`src/rtl/lsu_pkg.sv`:
```
// Shared encodings for the load/store unit: funct3 access codes, error causes,
// FSM states and small decode helpers.
package lsu_pkg;

    // RV32I load/store funct3 encodings (loads and stores share the size codes)
    localparam logic [2:0] F3_LB  = 3'b000;
    localparam logic [2:0] F3_LH  = 3'b001;
    localparam logic [2:0] F3_LW  = 3'b010;
    localparam logic [2:0] F3_LBU = 3'b100;
    localparam logic [2:0] F3_LHU = 3'b101;
    localparam logic [2:0] F3_SB  = 3'b000;
    localparam logic [2:0] F3_SH  = 3'b001;
    localparam logic [2:0] F3_SW  = 3'b010;

    typedef enum logic [1:0] {
        ErrNone     = 2'b00,
        ErrMisalign = 2'b01,
        ErrIllegal  = 2'b10,
        ErrTimeout  = 2'b11
    } err_cause_e;

    typedef enum logic [1:0] {
        StIdle = 2'b00,
        StBusy = 2'b01,
        StDone = 2'b10,
        StErr  = 2'b11
    } lsu_state_e;

    function automatic logic f3_legal(input logic we, input logic [2:0] f3);
        if (we) begin
            return (f3 == F3_SB) || (f3 == F3_SH) || (f3 == F3_SW);
        end
        return (f3 == F3_LB) || (f3 == F3_LH) || (f3 == F3_LW) ||
               (f3 == F3_LBU) || (f3 == F3_LHU);
    endfunction

    function automatic logic f3_misaligned(input logic [2:0] f3, input logic [1:0] off);
        case (f3[1:0])
            2'b01:   return off[0];
            2'b10:   return off != 2'b00;
            default: return 1'b0;
        endcase
    endfunction

endpackage

```
`src/rtl/load_store_unit_if.sv`:
```
// Data-memory port between the load/store unit (master) and memory (slave).
interface load_store_unit_if;
    logic        mem_req;
    logic        mem_we;
    logic [31:0] mem_addr;
    logic [3:0]  mem_be;
    logic [31:0] mem_wdata;
    logic [31:0] mem_rdata;
    logic        mem_ready;

    modport master (
        output mem_req, mem_we, mem_addr, mem_be, mem_wdata,
        input  mem_rdata, mem_ready
    );

    modport slave (
        input  mem_req, mem_we, mem_addr, mem_be, mem_wdata,
        output mem_rdata, mem_ready
    );
endinterface

```
`src/rtl/lsu_lane_align.sv`:
```
// Byte-lane steering: byte enables and replicated store data from size/offset,
// plus shifted and sign/zero-extended load data.
module lsu_lane_align
    import lsu_pkg::*;
(
    input  logic [2:0]  i_funct3,
    input  logic [1:0]  i_offset,
    input  logic [31:0] i_wdata,
    input  logic [31:0] i_rdata,
    output logic [3:0]  o_be,
    output logic [31:0] o_wdata,
    output logic [31:0] o_rdata
);

    logic [31:0] w_shifted;

    // Store side: enables and replicated data depend only on size and offset
    always_comb begin
        o_be    = 4'b1111;
        o_wdata = i_wdata;
        case (i_funct3[1:0])
            2'b00: begin
                o_be    = 4'b0001 << i_offset;
                o_wdata = {4{i_wdata[7:0]}};
            end
            2'b01: begin
                o_be    = 4'b0011 << {i_offset[1], 1'b0};
                o_wdata = {2{i_wdata[15:0]}};
            end
            default: begin
                o_be    = 4'b1111;
                o_wdata = i_wdata;
            end
        endcase
    end

    // Load side: bring the addressed lane down to bit 0, then extend
    always_comb begin
        w_shifted = i_rdata >> {i_offset, 3'b000};
        case (i_funct3)
            F3_LB:   o_rdata = {{24{w_shifted[7]}}, w_shifted[7:0]};
            F3_LH:   o_rdata = {{16{w_shifted[15]}}, w_shifted[15:0]};
            F3_LBU:  o_rdata = {24'h0, w_shifted[7:0]};
            F3_LHU:  o_rdata = {16'h0, w_shifted[15:0]};
            default: o_rdata = w_shifted;
        endcase
    end

endmodule

```
`src/rtl/load_store_unit.sv`:
```
// Load/store unit: latches one access from the core, runs it on the data-memory
// port with a wait-state timeout, and reports completion or error as pulses.
module load_store_unit
    import lsu_pkg::*;
#(
    parameter int unsigned TIMEOUT_CYCLES = 16,
    parameter int unsigned CNT_W          = 5
) (
    input  logic        clk,
    input  logic        reset,
    input  logic        MemRead,
    input  logic        MemWrite,
    input  logic [2:0]  funct3,
    input  logic [31:0] Addr,
    input  logic [31:0] WriteData,
    output logic [31:0] ReadData,
    output logic        stall,
    output logic        done,
    output logic        err,
    output logic [1:0]  err_cause,
    load_store_unit_if.master bus
);

    localparam logic [CNT_W-1:0] CntLast = CNT_W'(TIMEOUT_CYCLES - 1);

    lsu_state_e  r_state;
    logic        r_we;
    logic [2:0]  r_funct3;
    logic [31:0] r_addr;
    logic [31:0] r_wdata;
    logic [CNT_W-1:0] r_cnt;
    logic        r_mem_req;
    logic        r_done;
    logic        r_err;
    err_cause_e  r_err_cause;
    logic [31:0] r_read_data;

    logic        w_start;
    logic        w_illegal;
    logic        w_misaligned;
    logic [3:0]  w_be;
    logic [31:0] w_wdata;
    logic [31:0] w_load_data;

    assign w_start      = MemRead | MemWrite;
    assign w_illegal    = (MemRead & MemWrite) | ~f3_legal(MemWrite, funct3);
    assign w_misaligned = f3_misaligned(funct3, Addr[1:0]);

    lsu_lane_align u_lane_align (
        .i_funct3 (r_funct3),
        .i_offset (r_addr[1:0]),
        .i_wdata  (r_wdata),
        .i_rdata  (bus.mem_rdata),
        .o_be     (w_be),
        .o_wdata  (w_wdata),
        .o_rdata  (w_load_data)
    );

    // Access FSM with latched request fields, timeout counter and registered pulses
    always_ff @(posedge clk or posedge reset) begin
        if (reset) begin
            r_state     <= StIdle;
            r_we        <= 1'b0;
            r_funct3    <= 3'b000;
            r_addr      <= 32'h0;
            r_wdata     <= 32'h0;
            r_cnt       <= '0;
            r_mem_req   <= 1'b0;
            r_done      <= 1'b0;
            r_err       <= 1'b0;
            r_err_cause <= ErrNone;
            r_read_data <= 32'h0;
        end else begin
            r_done      <= 1'b0;
            r_err       <= 1'b0;
            r_err_cause <= ErrNone;
            unique case (r_state)
                StIdle: begin
                    if (w_start) begin
                        r_we     <= MemWrite;
                        r_funct3 <= funct3;
                        r_addr   <= Addr;
                        r_wdata  <= WriteData;
                        if (w_illegal) begin
                            r_state     <= StErr;
                            r_err       <= 1'b1;
                            r_err_cause <= ErrIllegal;
                        end else if (w_misaligned) begin
                            r_state     <= StErr;
                            r_err       <= 1'b1;
                            r_err_cause <= ErrMisalign;
                        end else begin
                            r_state   <= StBusy;
                            r_cnt     <= '0;
                            r_mem_req <= 1'b1;
                        end
                    end
                end
                StBusy: begin
                    // A ready on the last count cycle still completes normally
                    if (bus.mem_ready) begin
                        r_state     <= StDone;
                        r_mem_req   <= 1'b0;
                        r_done      <= 1'b1;
                        r_read_data <= r_we ? 32'h0 : w_load_data;
                    end else if (r_cnt == CntLast) begin
                        r_state     <= StErr;
                        r_mem_req   <= 1'b0;
                        r_err       <= 1'b1;
                        r_err_cause <= ErrTimeout;
                    end else begin
                        r_cnt <= r_cnt + 1'b1;
                    end
                end
                StDone:  r_state <= StIdle;
                StErr:   r_state <= StIdle;
                default: r_state <= StIdle;
            endcase
        end
    end

    assign stall     = ((r_state == StIdle) & w_start) | (r_state == StBusy);
    assign done      = r_done;
    assign err       = r_err;
    assign err_cause = r_err_cause;
    assign ReadData  = r_read_data;

    // Bus fields are forced to zero whenever no request is outstanding
    assign bus.mem_req   = r_mem_req;
    assign bus.mem_we    = r_mem_req & r_we;
    assign bus.mem_addr  = r_mem_req ? {r_addr[31:2], 2'b00} : 32'h0;
    assign bus.mem_be    = r_mem_req ? w_be : 4'b0000;
    assign bus.mem_wdata = r_mem_req ? w_wdata : 32'h0;

endmodule

```
`src/flat_wrapper.sv`:
```
// flat-port wrapper written by rule: the top's interface ports become plain ports
module load_store_unit_flat import lsu_pkg::*;
#(
    parameter int unsigned TIMEOUT_CYCLES = 16,
    parameter int unsigned CNT_W          = 5
)
  (clk, reset, MemRead, MemWrite, funct3, Addr, WriteData, ReadData, stall, done, err, err_cause, bus_mem_req, bus_mem_we, bus_mem_addr, bus_mem_be, bus_mem_wdata, bus_mem_rdata, bus_mem_ready);
  load_store_unit_if bus_i ();
  input  logic clk;
  input  logic reset;
  input  logic MemRead;
  input  logic MemWrite;
  input  logic [2:0] funct3;
  input  logic [31:0] Addr;
  input  logic [31:0] WriteData;
  output logic [31:0] ReadData;
  output logic stall;
  output logic done;
  output logic err;
  output logic [1:0] err_cause;
  output wire logic [$bits(bus_i.mem_req)-1:0] bus_mem_req;
  output wire logic [$bits(bus_i.mem_we)-1:0] bus_mem_we;
  output wire logic [$bits(bus_i.mem_addr)-1:0] bus_mem_addr;
  output wire logic [$bits(bus_i.mem_be)-1:0] bus_mem_be;
  output wire logic [$bits(bus_i.mem_wdata)-1:0] bus_mem_wdata;
  input wire logic [$bits(bus_i.mem_rdata)-1:0] bus_mem_rdata;
  input wire logic [$bits(bus_i.mem_ready)-1:0] bus_mem_ready;
  assign bus_mem_req = bus_i.mem_req;
  assign bus_mem_we = bus_i.mem_we;
  assign bus_mem_addr = bus_i.mem_addr;
  assign bus_mem_be = bus_i.mem_be;
  assign bus_mem_wdata = bus_i.mem_wdata;
  assign bus_i.mem_rdata = bus_mem_rdata;
  assign bus_i.mem_ready = bus_mem_ready;
  load_store_unit #(.TIMEOUT_CYCLES(TIMEOUT_CYCLES), .CNT_W(CNT_W)) u_core (.clk(clk), .reset(reset), .MemRead(MemRead), .MemWrite(MemWrite), .funct3(funct3), .Addr(Addr), .WriteData(WriteData), .ReadData(ReadData), .stall(stall), .done(done), .err(err), .err_cause(err_cause), .bus(bus_i));
endmodule
```
`config.mk`:
```
export PLATFORM = sky130hd
export DESIGN_NAME = load_store_unit_flat
export DESIGN_NICKNAME = d
export VERILOG_FILES = /design/src/rtl/lsu_pkg.sv /design/src/rtl/load_store_unit_if.sv /design/src/rtl/lsu_lane_align.sv /design/src/rtl/load_store_unit.sv /design/src/flat_wrapper.sv
export SDC_FILE = /design/constraint.sdc
export NUM_CORES = 1
export LEC_CHECK = 0
export BUFFER_PORTS_ARGS = -buffer_cell sky130_fd_sc_hd__buf_2
export CAP_MARGIN = 5
export CORE_MARGIN = 1.5
export CORE_UTILIZATION = 41
export CTS_CLUSTER_DIAMETER = 80
export DETAILED_ROUTE_END_ITERATION = 12
export PLACE_DENSITY = 0.77
export SLEW_MARGIN = 20
export SYNTH_ARGS = -nofsm -noshare
export SYNTH_HDL_FRONTEND = slang
export SYNTH_SLANG_ARGS = --single-unit
```
`constraint.sdc`:
```
create_clock -name clk -period 4.28 [get_ports clk]
set_clock_uncertainty 0.1 [all_clocks]
set_input_delay 0 -clock clk [delete_from_list [all_inputs] [get_ports clk]]
set_output_delay 0 -clock clk [all_outputs]
set_load 0.01 [all_outputs]
```
; ---- After elaboration in Yosys (flattened, before gate mapping)
; Index checks and enable logic that the tools add are counted.
[op_classes]
n_shift = 3
n_reduce_logical = 16
n_eq_ne = 20
bitwise_logic = 7
n_addsub = 1
muxes = 43
[ops]
columns = cell, count
row1 = one-hot mux 32 bit (4 select lines), 1
row2 = two-way mux 32 bit, 3
row3 = one-hot mux 32 bit (2 select lines), 1
row4 = >> shifter 32 x 5 -> 32 bit, 1
row5 = two-way mux 5 bit, 5
row6 = two-way mux 2 bit, 9
row7 = two-way mux 1 bit, 16
row8 = "== test 3 bit, second input constant", 4
row9 = one-hot mux 5 bit (2 select lines), 1
row10 = "!= test 2 bit, second input constant", 4
row11 = one-hot mux 4 bit (2 select lines), 1
row12 = "== test 2 x 1 -> 1 bit, second input constant", 3
row13 = "== test 2 bit, second input constant", 3
row14 = "== test 3 x 1 -> 1 bit, second input constant", 2
row15 = logical NOT 3 bit, 2
row16 = one-hot mux 1 bit (2 select lines), 3
row17 = one-hot mux 2 bit (3 select lines), 1
row18 = AND reduction 2 bit, 3
row19 = AND reduction 6 bit, 1
row20 = "adder 5 x 1 -> 5 bit, second input constant", 1
row21 = "== test 5 x 4 -> 1 bit, second input constant", 1
row22 = AND reduction 5 bit, 1
row23 = logical NOT 2 bit, 2
row24 = logical OR 1 bit, 4
row25 = other kinds (12), 17
[word_totals]
reg_bits = 112
input_bits = 104
word_cells = 101
out_inout_bits = 107

; ---- Depth between registers and ports, before layout
; Gate-level depths: netlist (run 1).
[depth]
ltp_word = 11
ltp_mapped = 7
depth_no_buf = 7

; ---- Modules after synthesis
; From an unflattened synthesis (run 1), not the netlist that was laid out.
[hier_totals]
hier_cells = 617
hier_area_um2 = 6276.0
[modules_own_cells]
columns = mod, cells_per_inst, area_per_inst_um2, n_inst
row1 = load_store_unit, 427, 4978.5, 1
row2 = lsu_lane_align, 190, 1297.5, 1

; ---- Worst setup path after synthesis (run 1)
; Ideal clock, no wire load.
[synth_path]
path_type = reg2reg
from = reg u_core.r_cnt[0]
to = reg u_core.r_cnt[3]
required_time_ns = 4.041
path_stages_with_launch = 7
slack_ns = 2.509
setup_time_ns = 0.139
period_less_slack_ns = 1.771
arrival_ns = 1.532
path_cell_list = dfrtp_1 > ha_1 > and3_1 > ha_1 > nor4_1 > xnor2_1 > nor2_1
[synth_via]
elab_chain_len = 4
elab_cells_between_ends = 7
cone_classes = add/sub (1) / eq/ne (2) / mux (3) / reduce/logical (1)
[synth_rtl]
columns = item, line
row1 = start: declaration, load_store_unit.sv:31  ; logic [CNT_W-1:0] r_cnt;
row2 = start signal: assignment, load_store_unit.sv:112  ; r_cnt <= r_cnt + 1'b1;
row3 = adder 5 x 1 -> 5 bit, load_store_unit.sv:112
row4 = two-way mux 5 bit, load_store_unit.sv:106  ; end else if (r_cnt == CntLast) begin
row5 = two-way mux 5 bit, load_store_unit.sv:101  ; if (bus.mem_ready) begin
row6 = one-hot mux 5 bit (2 select lines), load_store_unit.sv:77  ; unique case (r_state)
; Parallel ways exist; a longest one is shown, timed or not. The select of a mux whose other input is x is not followed.
; A chain may end at the register's enable or synchronous reset.

; ---- Worst setup path after layout (run 1)
[layout_path]
from = reg u_core.r_state[1]
to = reg u_core.r_read_data[26] (netlist: u_core.ReadData[26])
[layout_via]
elab_chain_len = 2
[layout_rtl]
columns = item, line
row1 = start: declaration, load_store_unit.sv:26  ; lsu_state_e r_state;
row2 = start signal: assignment, load_store_unit.sv:62  ; r_state <= StIdle;
row3 = start signal: assignment, load_store_unit.sv:85  ; r_state <= StErr;
row4 = start signal: assignment, load_store_unit.sv:89  ; r_state <= StErr;
row5 = == test 2 x 1 -> 1 bit, load_store_unit.sv:77
row6 = AND reduction 2 bit (no line), -
row7 = end signal: assignment, load_store_unit.sv:105  ; r_read_data <= r_we ? 32'h0 : w_load_data;
row8 = end: declaration, load_store_unit.sv:36  ; logic [31:0] r_read_data;
; Every way passes these cells.

==> impl_metrics.tcl, run 1 <==
set metrics [dict create \
    status "completed" \
    clk_pin_slew_ns 0.08 \
    clk_path_buf_depth 2 \
    initial_core_util 0.417 \
    synthArstFlopShare 1.00 \
    period_share 0.567 \
    path_buf_inv 0 \
    area_delta_synth_final_pct 40.4 \
    drtIter0Drc 310 \
    min_path_type "in -> reg" \
    power_mw 5.35 \
    fin_crit_ns 2.43 \
    via_per_inst 5.08 \
    drc 0 \
    vdd_drop_max_mv 0.349 \
    dieArea_sq_um 14800 \
    finalHoldViolCount 0 \
    coreArea_sq_um 13800 \
    postLayoutCoreUtil 0.585 \
    antenna_left 0 \
    setup_violations 0 \
    root_buffer "clkbuf_16" \
    ys_types 43 \
    max_stage_delay_ns 0.54 \
    io_pins 211 \
    wirelength_microns 17500 \
    synth_edf_count 0 \
    io_buffer_count 208 \
    grt_pass1_vias 5431 \
    synth_area_sq_um 5760 \
    drive_gt1_frac 0.280 \
    grt.overflow.total 0 \
    hold_path_startpoint "bus_mem_rdata[2]" \
    critPathArrivalTime_ns 2.62 \
    cts_tree "done" \
    rsz0062_at_grt "no" \
    layout_commonest_cell "nand2_1" \
    place_congestion 0.809 \
    multiInputGateArea_sq_um 2750 \
    cts_resized 0 \
    chipHeight_microns 122 \
    die_w_microns 122 \
    critPathLaunchType "register" \
    ys_seq_elements 112 \
    ys.flop_type "dfrtp_1" \
    grt_max_degree 78 \
    synth_area_per_cell_sq_um 8.81 \
    worst_pin_slew_ns 0.976 \
    worstSkewPairLatency_ns 0.35 \
    cp_max_fo 10 \
    required_ns 4.47 \
    path_cells "nand4bb_1 -> nor3b_4 -> nor2b_1 -> a221o_2" \
    syn_inst 654 \
    wl_per_cell_microns 15.7 \
    cpLargestDelayFamily "simple AND/OR/NAND/NOR gates" \
    post_cts_buffers 0 \
    layout_common_cells "nand2_1 (244), buf_2 (208), dfrtp_1 (111)" \
    startpoint "u_core.r_state[1]" \
    cp_slowest_cell "nand4bb_1" \
    htreeDepth 3 \
    nNetsFinal 1032 \
    register_area_sq_um 2800 \
    end_kind "register" \
    slew_headroom 0.349 \
    setup.worst_path.class "reg -> reg" \
    max_freq_mhz 412 \
    place_hpwl_microns 10800 \
    maxCapViolations 0 \
    clock_sinks 112 \
    fillCellCount 1193 \
    fin_tns_setup_ns 0 \
    ys_seq_area_frac 0.486 \
    dr.pass1.iters 6 \
    crit-reg2reg-launch "u_core.r_state[1]" \
    p_leak_nw 4.28 \
    antenna_found_initial 1 \
    rows 43 \
    vias 5633 \
    rrSetupSlack_ns 1.85 \
    power_density_nw_per_um2 662 \
    maxSlewViolCount 0 \
    grt_usage 0.236 \
    synth_warnings 0 \
    cts_hold_buf 89 \
    cts_inserted_buffers 9 \
    grt_pass1_wl_microns 27100 \
]
## cells in the mapped netlist, drive strengths merged (2+ instances only)
master  number  area (sq um)
a21boi       9          67.6
a21oi       10          50.1
a221o       16           173
a22o         9          78.8
a22oi        2          15.0
and2        47           294
buf         14          83.8
clkbuf      32           120
dfrtp      112          2800
ha           5          62.6
inv          6          22.5
mux2         9           101
mux2i       30           300
nand2      245           920
nand2b       2          12.5
nand3        3          15.0
nand3b       7          52.6
nor2        10          37.5
nor2b       14          87.6
nor3         3          15.0
nor3b        2          31.3
o21a         5          37.5
o21ai       45           225
o22ai        3          18.8
or2          2          12.5
## worst register-to-register path: cells and delay by family, from the launching register on
family	cells	cell delay, ns
and+or+nand+nor	3	1.61
DFF	1	0.41
AOI/OAI and AO/OA	1	0.25
## cell type report
| cell class | instances | area share |
|---|---|---|
| diodes | 1 | 0.000309 |
| clock buffers | 10 | 0.0295 |
| clock inverters | 6 | 0.00820 |
| inverters | 6 | 0.00309 |
| multi-input cells | 491 | 0.340 |
| flip-flops and latches | 112 | 0.347 |
| well taps | 180 | 0.0278 |
| repair buffers | 303 | 0.244 |
## cell families after synthesis
logic type,count (synthesis),synth area share
buffers and inverters,52,0.0393
multiplexers,40,0.0736
adder cells (fa/ha/maj),5,0.0109
flip-flops,112,0.486
AND/OR/NAND/NOR,340,0.264
other,1,0.000651
XOR/XNOR,2,0.00304
AO/OA/AOI/OAI,102,0.123
## state kept, by name, summed over array words and instances (netlist names), 2 cells and up
register and count:
u_core.ReadData 32, u_core.r_wdata 32, u_core.r_funct3 3, u_core.r_cnt 5
u_core.err_cause 2, u_core.r_addr 32, u_core.r_state 2
## where the power goes
group          switching [mW]  internal (mW)  total [mW]
clock network           0.390          0.474       0.864
registers               0.435           1.54        1.97
logic                    1.43           1.09        2.52
total                    2.25           3.10        5.35
## metal layers
metal | vias to the layer above | routed length, microns | global-route usage
li1 | 2689 | - | -
met1 | 2686 | 7450 | 0.302
met2 | 224 | 8480 | 0.392
met3 | 34 | 1060 | 0.0463
met4 | 0 | 471 | 0.0956
met5 | - | 0 | 0
## through the flow
stage / instance area (sq um) / hold WS (ns) / setup WS (ns) / instances
final: 8090 / 0.0200 / 1.85 / 1109
after global routing: 8090 / 0.0308 / 1.70 / 1109
after CTS: 8090 / 0.00000794 / 1.89 / 1108
after detailed placement: 6890 / 0.0927 / 1.90 / 1003
after global placement: 6890 / 0.0903 / 1.97 / 1003
after floorplan: 5770 / 0.00544 / 1.22 / 655
## path summary, 6_finish.rpt
check	endpoint	depth (start not counted)
hold reg to reg	u_core.r_addr[8]	2
hold / removal	u_core.ReadData[2]	4
min in group asynchronous	u_core.ReadData[7]	3
setup reg to reg	u_core.ReadData[26]	4
setup / recovery	u_core.ReadData[26]	4
max in group asynchronous	u_core.bus.mem_req	4
(Power assumes the default switching activity.)
==> run 2: changes to the inputs <==
clock period = 2.3 ns   (was 4.28 ns; I/O delays follow)
==> run 2 against run 1 <==
Compared with the run above: power up 89%; hold slack worse by 0.0068 ns; core utilization up 0.93 points; non-clock buffer count up 15; die area unchanged; sequential share of layout area down 0.54 points; final cell count up 1.3%; worst setup slack worse by 1.7 ns; first-iteration DRC count up 40%; cell area up 1.6%; register-to-register slack worse by 1.7 ns; wire length up 1.8%; critical endpoint is now u_core.ReadData[3]; largest power group unchanged.
==> impl_metrics.tcl, run 2 (synthesis gave the netlist of run 1 again) <==
set metrics [dict create \
    critPathArrivalTime_ns 2.29 \
    required_ns 2.46 \
    drive_gt1_frac 0.287 \
    layout_common_cells "nand2_1 (245), buf_2 (208), dfrtp_1 (111)" \
    cts_tree "done" \
    fin_crit_ns 2.14 \
    end_kind "register" \
    dp.cells 1015 \
    place_congestion 0.840 \
    period_share 0.930 \
    coreArea_sq_um 13800 \
    vdd_drop_max_mv 0.727 \
    path_buf_inv 2 \
    clk_path_buf_depth 2 \
    worstSkewPairLatency_ns 0.36 \
    io_buffer_count 208 \
    chipHeight_microns 122 \
    grt_pass1_vias 5623 \
    cts_inserted_buffers 9 \
    holdPathStages 4 \
    max_freq_mhz 468 \
    power_mw 10.1 \
    post_cts_buffers 0 \
    rsz0062_at_grt "no" \
    design_area_sq_um 8220 \
    clock_sinks 112 \
    drtIter0Drc 435 \
    place_hpwl_microns 11200 \
    antenna_cells 0 \
    slew_headroom 0.413 \
    htreeDepth 3 \
    timing.rr.end "u_core.ReadData[3]" \
    cpLargestDelayFamily "buffers and inverters" \
    hold_path_end "u_core.ReadData[1]" \
    antenna_found_initial 0 \
    worst_pin_slew_ns 0.880 \
    status "completed" \
    antenna_left 0 \
    area_delta_synth_final_pct 42.6 \
    critPathLaunchType "register" \
    vias 5695 \
    initial_core_util 0.417 \
    setup_violations 0 \
    finalHoldViolCount 0 \
    fin_tns_setup_ns 0 \
    wirelength_microns 17800 \
    crit-reg2reg-launch "u_core.r_addr[0]" \
    placedInstanceArea_sq_um 6990 \
    grt_usage 0.245 \
    via_per_inst 5.07 \
    grt_pass1_wl_microns 28300 \
    cp_slowest_cell "dlygate4sd3_1" \
    hold_path_startpoint "bus_mem_rdata[1]" \
    wl_per_cell_microns 15.8 \
    postLayoutCoreUtil 0.595 \
    setup.worst_path.class "reg -> reg" \
    rows 43 \
    die_w_microns 122 \
    dr.pass1.iters 4 \
    p_leak_nw 4.34 \
    setup_ws_ns 0.162 \
    drc 0 \
    min_path_type "in -> reg" \
    holdWs_ns 0.0133 \
    layout_commonest_cell "nand2_1" \
    grt.overflow.total 0 \
    layout.cells.non_filler 1123 \
    clk_pin_slew_ns 0.08 \
    io_pins 211 \
    pre_cts_ws_ns 0.219 \
    r2r_cells 5 \
    max_stage_delay_ns 0.58 \
    nNetsFinal 1047 \
    maxSlewViolCount 0 \
    dieArea_sq_um 14800 \
    root_buffer "clkbuf_16" \
    rrSetupSlack_ns 0.16 \
    maxCapViolations 0 \
    cp_max_fo 33 \
    path_cells "buf_4 -> mux2i_1 -> dlygate4sd3_1 -> o21ai_0 -> a22o_1" \
    power_density_nw_per_um2 1230 \
    grt_max_degree 78 \
]
## run 2: changes by cell type in the layout (fill, tap and decap cells not counted), sizes merged
cell / change
buf: +12
clkinv: -2
clkinvlp: +4
diode: -1
dlygate4sd3: +3
inv: -2
## run 2: where the power goes
part	internal (mW)	switching, mW
Combinational	2.13	2.79
Sequential	2.87	0.706
Clock	0.877	0.750
Total	5.88	4.25
## run 2: final cells by class
type                       instances  area, sq um
clock buffer                      10          239
timing repair buffer             318         2110
multi-input combinational        491         2750
fill                            1155         5610
sequential                       112         2800
clock inverter                     6         66.3
inverter                           6         26.3
tap                              180          225
## run 2: metal layers
layer / vias up / GRT usage / part of all wire
li1: 2709 / - / -
met1: 2737 / 0.308 / 0.43
met2: 219 / 0.419 / 0.49
met3: 30 / 0.0529 / 0.063
met4: 0 / 0.0816 / 0.022
met5: - / 0 / 0
## run 2: how the worst max path moves through the flow
stage	cells past startpoint	slack (ns)	start	endpoint
2_1_floorplan	6	0.53	u_core.r_cnt[0]	u_core.r_cnt[3]
3_3_place_gp	4	0.25	u_core.r_addr[1]	u_core.ReadData[24]
3_5_place_dp	4	0.22	u_core.r_addr[1]	u_core.ReadData[20]
4_1_cts	5	0.16	u_core.r_funct3[0]	bus_mem_wdata[11]
5_1_grt	4	0.03	u_core.r_addr[1]	u_core.ReadData[25]
6_report	5	0.16	u_core.r_addr[0]	u_core.ReadData[3]
## run 2: worst register-to-register path, cell delays in order, from the launching register on
cell	delay, ns
dfrtp_1	0.44
buf_4	0.39
mux2i_1	0.25
dlygate4sd3_1	0.58
o21ai_0	0.08
a22o_1	0.20
## run 2: what timing repair did
item,4_1_cts,5_1_grt
endpoints found under the hold margin,203,0
setup endpoints to repair,0,0
gates resized for setup,0,0
hold buffers,92,0
